<file path="src/rtl/multicycle_ctrl_pkg.sv">
// Shared types and constants for the multi-cycle stage sequencer.
// Stage encodings match the debug values exported on the state port.
package multicycle_ctrl_pkg;

  localparam int WORD_WIDTH = 32;
  localparam int STG_W      = 3;

  typedef enum logic [STG_W-1:0] {
    STG_IDLE  = 3'd0,
    STG_IF    = 3'd1,
    STG_ID    = 3'd2,
    STG_EX    = 3'd3,
    STG_MEM   = 3'd4,
    STG_WB    = 3'd5,
    STG_FAULT = 3'd6
  } stg_e;

  // True for the states that hold a bus request open and run the wait timer.
  function automatic logic is_bus_wait(input stg_e s);
    return (s == STG_IF) || (s == STG_MEM);
  endfunction

endpackage

</file>
<file path="src/rtl/multicycle_ctrl_wait_timer.sv">
// Wait-cycle counter shared by the fetch and data-access handshakes.
// limit is high in the 2^TIMEOUT_W-th consecutive unacked cycle.
module wait_timer #(
  parameter int TIMEOUT_W = 4
) (
  input  logic clk,
  input  logic rst,
  input  logic clr,
  input  logic cnt_en,
  output logic limit
);

  logic [TIMEOUT_W-1:0] cnt_q;
  logic [TIMEOUT_W-1:0] cnt_d;

  // Next count: clear wins over counting.
  always_comb begin
    cnt_d = cnt_q;
    if (clr) begin
      cnt_d = '0;
    end else if (cnt_en) begin
      cnt_d = cnt_q + TIMEOUT_W'(1);
    end else begin
      cnt_d = cnt_q;
    end
  end

  // Counter register.
  always_ff @(posedge clk or negedge rst) begin
    if (!rst) begin
      cnt_q <= '0;
    end else begin
      cnt_q <= cnt_d;
    end
  end

  assign limit = &cnt_q;

endmodule

</file>
<file path="src/rtl/multicycle_ctrl.sv">
// Multi-cycle stage sequencer: walks each instruction through only the stages
// it needs, handshaking with variable-latency memories and faulting on timeout.
module multicycle_ctrl
  import multicycle_ctrl_pkg::*;
#(
  parameter int W         = WORD_WIDTH,
  parameter int TIMEOUT_W = 4
) (
  input  logic             clk,
  input  logic             rst,
  input  logic             en,
  input  logic             stall,
  input  logic             need_mem,
  input  logic             need_wb,
  output logic             if_req,
  input  logic             if_ack,
  output logic             mem_req,
  input  logic             mem_ack,
  output logic             if_en,
  output logic             id_en,
  output logic             ex_en,
  output logic             mem_en,
  output logic             wb_en,
  output logic             retired,
  output logic [W-1:0]     retire_cnt,
  output logic             bus_err,
  output logic [STG_W-1:0] state
);

  stg_e           state_q, state_d;
  logic           need_mem_q, need_mem_d;
  logic           need_wb_q, need_wb_d;
  logic [W-1:0]   retire_cnt_q, retire_cnt_d;
  logic           tmr_clr_s, tmr_cnt_en_s, tmr_limit_s;

  wait_timer #(.TIMEOUT_W(TIMEOUT_W)) u_wait_timer (
    .clk    (clk),
    .rst    (rst),
    .clr    (tmr_clr_s),
    .cnt_en (tmr_cnt_en_s),
    .limit  (tmr_limit_s)
  );

  // Next-state and Mealy stage enables; retire is resolved after the case.
  always_comb begin
    state_d    = state_q;
    need_mem_d = need_mem_q;
    need_wb_d  = need_wb_q;
    if_en      = 1'b0;
    id_en      = 1'b0;
    ex_en      = 1'b0;
    mem_en     = 1'b0;
    wb_en      = 1'b0;
    retired    = 1'b0;
    case (state_q)
      STG_IDLE: begin
        if (en) state_d = STG_IF;
        else    state_d = STG_IDLE;
      end
      STG_IF: begin
        if (if_ack) begin
          if_en   = 1'b1;
          state_d = STG_ID;
        end else if (tmr_limit_s) begin
          state_d = STG_FAULT;
        end else begin
          state_d = STG_IF;
        end
      end
      STG_ID: begin
        if (!stall) begin
          id_en      = 1'b1;
          need_mem_d = need_mem;
          need_wb_d  = need_wb;
          state_d    = STG_EX;
        end else begin
          state_d = STG_ID;
        end
      end
      STG_EX: begin
        if (!stall) begin
          ex_en = 1'b1;
          if (need_mem_q)     state_d = STG_MEM;
          else if (need_wb_q) state_d = STG_WB;
          else                retired = 1'b1;
        end else begin
          state_d = STG_EX;
        end
      end
      STG_MEM: begin
        // An ack in the limit cycle still completes the access.
        if (mem_ack) begin
          mem_en = 1'b1;
          if (need_wb_q) state_d = STG_WB;
          else           retired = 1'b1;
        end else if (tmr_limit_s) begin
          state_d = STG_FAULT;
        end else begin
          state_d = STG_MEM;
        end
      end
      STG_WB: begin
        if (!stall) begin
          wb_en   = 1'b1;
          retired = 1'b1;
        end else begin
          state_d = STG_WB;
        end
      end
      default: begin
        state_d = STG_FAULT;
      end
    endcase
    if (retired) begin
      state_d = en ? STG_IF : STG_IDLE;
    end else begin
      state_d = state_d;
    end
  end

  // Wait timer control and retire counter update.
  always_comb begin
    tmr_clr_s    = is_bus_wait(state_d) && (state_d != state_q);
    tmr_cnt_en_s = ((state_q == STG_IF) && !if_ack) ||
                   ((state_q == STG_MEM) && !mem_ack);
    if (retired) begin
      retire_cnt_d = retire_cnt_q + W'(1);
    end else begin
      retire_cnt_d = retire_cnt_q;
    end
  end

  // Sequencer state, decoder-need latches and retire count.
  always_ff @(posedge clk or negedge rst) begin
    if (!rst) begin
      state_q      <= STG_IDLE;
      need_mem_q   <= 1'b0;
      need_wb_q    <= 1'b0;
      retire_cnt_q <= '0;
    end else begin
      state_q      <= state_d;
      need_mem_q   <= need_mem_d;
      need_wb_q    <= need_wb_d;
      retire_cnt_q <= retire_cnt_d;
    end
  end

  assign if_req     = (state_q == STG_IF);
  assign mem_req    = (state_q == STG_MEM);
  assign bus_err    = (state_q == STG_FAULT);
  assign state      = state_q;
  assign retire_cnt = retire_cnt_q;

endmodule

</file>
<file path="config.mk">
export PLATFORM = sky130hd
export DESIGN_NAME = multicycle_ctrl
export DESIGN_NICKNAME = d
export VERILOG_FILES = /design/src/rtl/multicycle_ctrl_pkg.sv /design/src/rtl/multicycle_ctrl_wait_timer.sv /design/src/rtl/multicycle_ctrl.sv
export SDC_FILE = /design/constraint.sdc
export NUM_CORES = 1
export LEC_CHECK = 0
export ABC_CLOCK_PERIOD_IN_PS = 3100
export CAP_MARGIN = 30
export CORE_ASPECT_RATIO = 1.75
export CORE_MARGIN = 3
export CORE_UTILIZATION = 53
export DETAILED_ROUTE_END_ITERATION = 7
export PLACE_DENSITY = 0.85
export SETUP_SLACK_MARGIN = 0.2
export SLEW_MARGIN = 20
export SYNTH_ARGS = -nofsm -noshare
export SYNTH_HDL_FRONTEND = slang
export SYNTH_SLANG_ARGS = --single-unit
</file>
<file path="constraint.sdc">
create_clock -name clk -period 3.1 [get_ports clk]
set_input_delay 0.465 -clock clk [delete_from_list [all_inputs] [get_ports clk]]
set_output_delay 0.465 -clock clk [all_outputs]
set_load 0.005 [all_outputs]
</file>
After elaboration in Yosys (flattened, before gate mapping)
Cells that the tools add are included.

Bits in registers: 41. Output and inout port bits: 44. Logic and storage cells: 55.

$add $sub $neg: 2. Equal/unequal tests: 9. Mux-type cells: 27. Bitwise operators: 1. Reduce and logical (&&, ||, !) cells: 11.

Operators by type and width (count): $add A32 B1 Y32 const B (1); $mux W3 (8); $pmux W3 S6 (1); $mux W1 (14); $eq A3 B3 Y1 const B (4); $mux W4 (2); $eq A3 B1 Y1 const B (2); $eq A3 B2 Y1 const B (2); $add A4 B1 Y4 const B (1); $reduce_and A4 Y1 (1); $logic_and A1 B1 Y1 (3); $logic_not A3 Y1 (1); $ne A3 B3 Y1 (1); $pmux W1 S3 (1); $logic_not A1 Y1 (2); $logic_or A1 B1 Y1 (2); $mux W2 (1); $reduce_and A2 Y1 (1); $reduce_bool A2 Y1 (1); $not A1 Y1 (1).

Logic depth before layout (Yosys ltp)
Depth in word-level cells: 9. Gate-level depth with buffers: 8.

Hierarchy
A second synthesis with hierarchy kept.

Cell total of the unflattened synthesis: 212. Area, all modules: 2232.1 um2.

By module, submodules not included: multicycle_ctrl (instances 1, cells each 195, area an instance 2033.2 um2); wait_timer (instances 1, cells each 17, area an instance 198.9 um2).

Least setup slack after synthesis
OpenSTA, ideal clock, no wires.

Path kind: register to register. From: register state_q[0], in the netlist state[0]. To: register u_wait_timer.cnt_q[0]. Arrival: 1.700 ns. Data required time: 2.977 ns. Slack: 1.277 ns. Stages on the path, launching flop included: 9. Buffers on the path: 1. Path through: dfrtp_1 -> buf_2 -> and2b_1 -> o21a_1 -> nor2_2 -> inv_2 -> a221o_1 -> a21oi_2 -> nor2_1.

Elaborated cells on any way between the ends: 24. Those cells by class: eq/ne: 8; mux: 9; reduce/logical: 7.

RTL lines: start: declaration (RTL line multicycle_ctrl.sv:30) `stg_e state_q, state_d;`; start signal: assignment (RTL line multicycle_ctrl.sv:141) `state_q <= state_d;`; $eq A3 B3 Y1 / $eq A3 B2 Y1 (equally long branches) (RTL line multicycle_ctrl.sv:55) `case (state_q)`; $pmux W1 S3 (*) (RTL line multicycle_ctrl.sv:55); named net retired (RTL line multicycle_ctrl.sv:24) `output logic retired,`; $mux W3 (*) (RTL line multicycle_ctrl.sv:114) `if (retired) begin`; $eq A3 B1 Y1 / $eq A3 B3 Y1 (equally long branches) (RTL line multicycle_ctrl_pkg.sv:20) `return (s == STG_IF) || (s == STG_MEM);`; $logic_or A1 B1 Y1 (RTL line multicycle_ctrl_pkg.sv:20); $logic_and A1 B1 Y1 (*) (RTL line multicycle_ctrl.sv:123) `tmr_clr_s = is_bus_wait(state_d) && (state_d != state_q);`; $mux W4 / $reduce_bool A2 Y1 (equally long branches); end signal: assignment (RTL line multicycle_ctrl_wait_timer.sv:33) `cnt_q <= cnt_d;`; end: declaration (RTL line multicycle_ctrl_wait_timer.sv:13) `logic [TIMEOUT_W-1:0] cnt_q;`.

Mark *: on every way through the listed nets, which the timed path passes. The rest lies on a longest branch. A chain may end at the register's enable or synchronous reset.

Worst setup path after layout
From: input mem_ack. To: output retired.

Longest elaborated chain between the ends: 2.

Ends and longest elaborated chain: start: declaration (RTL line multicycle_ctrl.sv:18) `input logic mem_ack,`; $mux W1 (RTL line multicycle_ctrl.sv:92) `if (mem_ack) begin`; $pmux W1 S3 (RTL line multicycle_ctrl.sv:55); end: declaration (RTL line multicycle_ctrl.sv:24).

No other way between the ends.

==> results.md <==
* Outcome: finished, final reports clean
* Total grt overflow at 0
* Top cell type's share of synthesized area at 48.81%
* Rows at 29
* Layout Utilization at 73.12%
* Critical Path Source Type: input port
* Logic pwr share at 36.0%
* Async set-reset flop share out of synthesis at 100.0%
* Setup TNS at 0 ns
* Static leakage at 1.250 nW
* CP max-delay cell: clkdlybuf4s50_1
* Clock Pin Slew Worst Setup and Hold Paths at 0.07 ns
* FF-to-FF End: retire_cnt[9]
* Vias post-DR at 1589
* Worst setup margin at between 0.4 and 0.5 ns
* Routed WL at between 4000 and 5000 um
* RePlAce Congestion at about 0.80
* Top Usage Layer GRT: met2
* Vias in the first global route at ~1500
* Synth Cell Area at 0.002102 mm2
* Setup repair after global routing missed its margin: false
* Critical-path cell list: clkdlybuf4s50_1 > nand4bb_1 > nor2_1 > nor2_2 > inv_2 > clkdlybuf4s50_1
* Area Growth Syn to Fin at 30.00%
* Max IR drop VDD at 453.9 uV
* Multi-input logic area at about 0.0010 mm2
* Most frequent cells in the layout: clkdlybuf4s50_1 (50), dfrtp_1 (41), xnor2_1 (21)
* Die Ht at just under 90 um
* Initial Util at 56.24%
* Fin. Hold Viols at 0
* Post-synth EDFFs at 0
* Max Cap Viol at 0
* Worst Skew at slightly below 0.005 ns
* Switching power at approximately 560 uW
* Final min period at approximately 2.6 ns
* Worst Setup End Kind: output port
* R2r startpoint: state[2]
* Fmax at approximately 380 MHz
* Internal power at ~1.1 mW
* Sw Share at roughly a third
* Total die area at 0.004787 mm2
* First-pass GRT wire length at between 7000 and 8000 um
* Number of setup violations in the final report at 0
* Final cycle utilization of the critical path at 83.93%
* Synth Instances at 190
* Worst reg2reg path depth at 6
* Drt wl/cell at between 10 and 15 um
* Critical Path AT at approximately 2.1 ns
* Post-CTS Setup Inserts at 0
* CTS buffer count at 5
* Clk_lat worst skew at roughly 0.28 ns
* Cell variety after synth at 48
* Relative slew slack at between 60% and 70%
* Yosys reg bits at between 40 and 50
* DRT iter0 DRCs at 29
* Antenna violations before repair at 0
* Clock share of power at around 19%
* I/O Buffers at between 50 and 60
* Most common cell after layout, fill and taps aside: clkdlybuf4s50_1
* CP max FO at 5
* Pre-CTS setup slack at roughly 0.53 ns
* Post-route antenna net violation count at 0
* Die width at approximately 54 um
* Syn Area/Cell at around 11 um2
* Pwr/cell area at slightly above 600 mW/mm2
* Sequential power share at around 45%
* Hpwl dp at 3104 um
* NumNets Final at between 200 and 300
* Met3 Track Usage GR at around 3.3%
* R2r setup slk at 0.96 ns
* H-tree levels at 2
* Most used cell along the critical path: clkdlybuf4s50_1
* Syn Nets at 200
* Layout cells sized above 1 at between 10% and 20%
* Warnings, synthesis at 0
* Via-to-Cell Ratio at around 5.4
* Cell taking the most area after synthesis: dfrtp_1
* Final Non-Filler Cells at between 200 and 300
* CTS resizes at 0
* Slew of the pin with the lowest slew margin at ~0.53 ns
* Largest net degree at the start of global routing at 42
* Main flop type after synthesis: dfrtp_1
* Worst Path Required at between 2 and 3 ns
* Met2 Track Usage GR at ~35%
* DRC Markers at 0
* Hold/Removal Path Class: input port to async pin
* Sequential cell area at between 0.001 and 0.0015 mm2
* Total GRT Usage at between 15 and 20%
* Synth area leaders: dfrtp_1 (49%), xnor2_1 (8.8%), xor2_1 (5.4%), and3_1 (2.7%), nand3_1 (2.6%)
* Register area share after synthesis at between 40% and 50%
* # fillers at about 280
* Clock buffer depth at 2
* I/O pin count at between 50 and 60
* Clk sinks at 41
* Fin. max-slew vios at 0
* Met1 GRT Util at 23.47%
* Setup CP Type: input port to output port
* Hold Buf Count CTS at 0
* Area of the core at about 0.0037 mm2
* Post-placement cell count at 283
* Number of diodes at 0
* TritonCTS clock tree: done
* Largest stage delay, worst path at between 0.5 and 0.6 ns
* DR pass1 iterations at 4
* CTS root buf: clkbuf_8
Yosys cell counts, types with 2 or more instances:
master	number
dfrtp_1	41
xnor2_1	21
nand2_1	14
nor2_1	13
xor2_1	13
nand3_1	11
and3_1	9
inv_1	8
nand4_1	7
and4_1	5
and2_1	3
mux2_2	3
nand2b_1	3
a31oi_1	2
buf_6	2
ha_1	2
mux2i_1	2
cell families after synthesis:
logic type	Yosys count	synth area share, %
adders and majority gates	2	1.190
DFF	41	48.81
buffers and inverters	13	3.274
and+or+nand+nor	81	23.81
muxes	5	2.559
xor gates and xnor gates	34	14.17
AOI/OAI and AO/OA	14	6.192
flip-flops by register name, indices dropped and copies added, names as in the netlist:
register,count
need_mem_q,1
need_wb_q,1
retire_cnt,32
state,3
u_wait_timer.cnt_q,4
how the worst max path moves through the flow:
| stage | startpoint | to | slack, ns | cells after the start |
|---|---|---|---|---|
| after floorplan | state[0] | u_wait_timer.cnt_q[0] | 1.28 | 8 |
| after global placement | stall | id_en | 0.58 | 3 |
| after detailed placement | mem_ack | retired | 0.53 | 6 |
| after CTS | mem_ack | retired | 0.50 | 6 |
| after global routing | state[2] | retired | 0.38 | 5 |
| final | mem_ack | retired | 0.50 | 6 |
worst max-delay path: cells and delay by family:
family        cells  cell delay, ns
buf+inv           3            1.12
simple gates      3            0.55
power groups by stage:
stage               clock, mW  combinational (mW)  sequential, mW
floorplan                   0               0.418           0.696
global placement            0               0.597           0.755
detailed placement          0               0.604           0.756
CTS                     0.337               0.607           0.745
global route            0.358               0.666           0.766
finish                  0.324               0.603           0.745
layout make-up:
type                    instances  share of cell area, %
repair buffers                 52                  19.23
flip-flops and latches         41                  37.55
clock inverters                 2                 0.3663
clock buffers                   6                  2.656
multi-input cells             136                  36.86
well taps                      46                  2.106
inverters                       9                  1.236
per-stage QoR:
step / hold WS [ns] / power [mW] / instance area, um2
2_1_floorplan: 0.1694 / 1.114 / 2102
3_5_place_dp: 0.4671 / 1.360 / 2630
6_report: 0.02537 / 1.672 / 2733
5_1_grt: 0.02079 / 1.790 / 2733
3_3_place_gp: 0.4724 / 1.353 / 2630
4_1_cts: 0.3148 / 1.690 / 2713
routing by layer:
metal	vias to the layer above	part of all wire, %
met1	774	42
li1	765	-
met2	43	52
met5	-	0
met4	0	1.5
met3	7	4.5
Note: power is estimated with default switching activity, not from simulation.
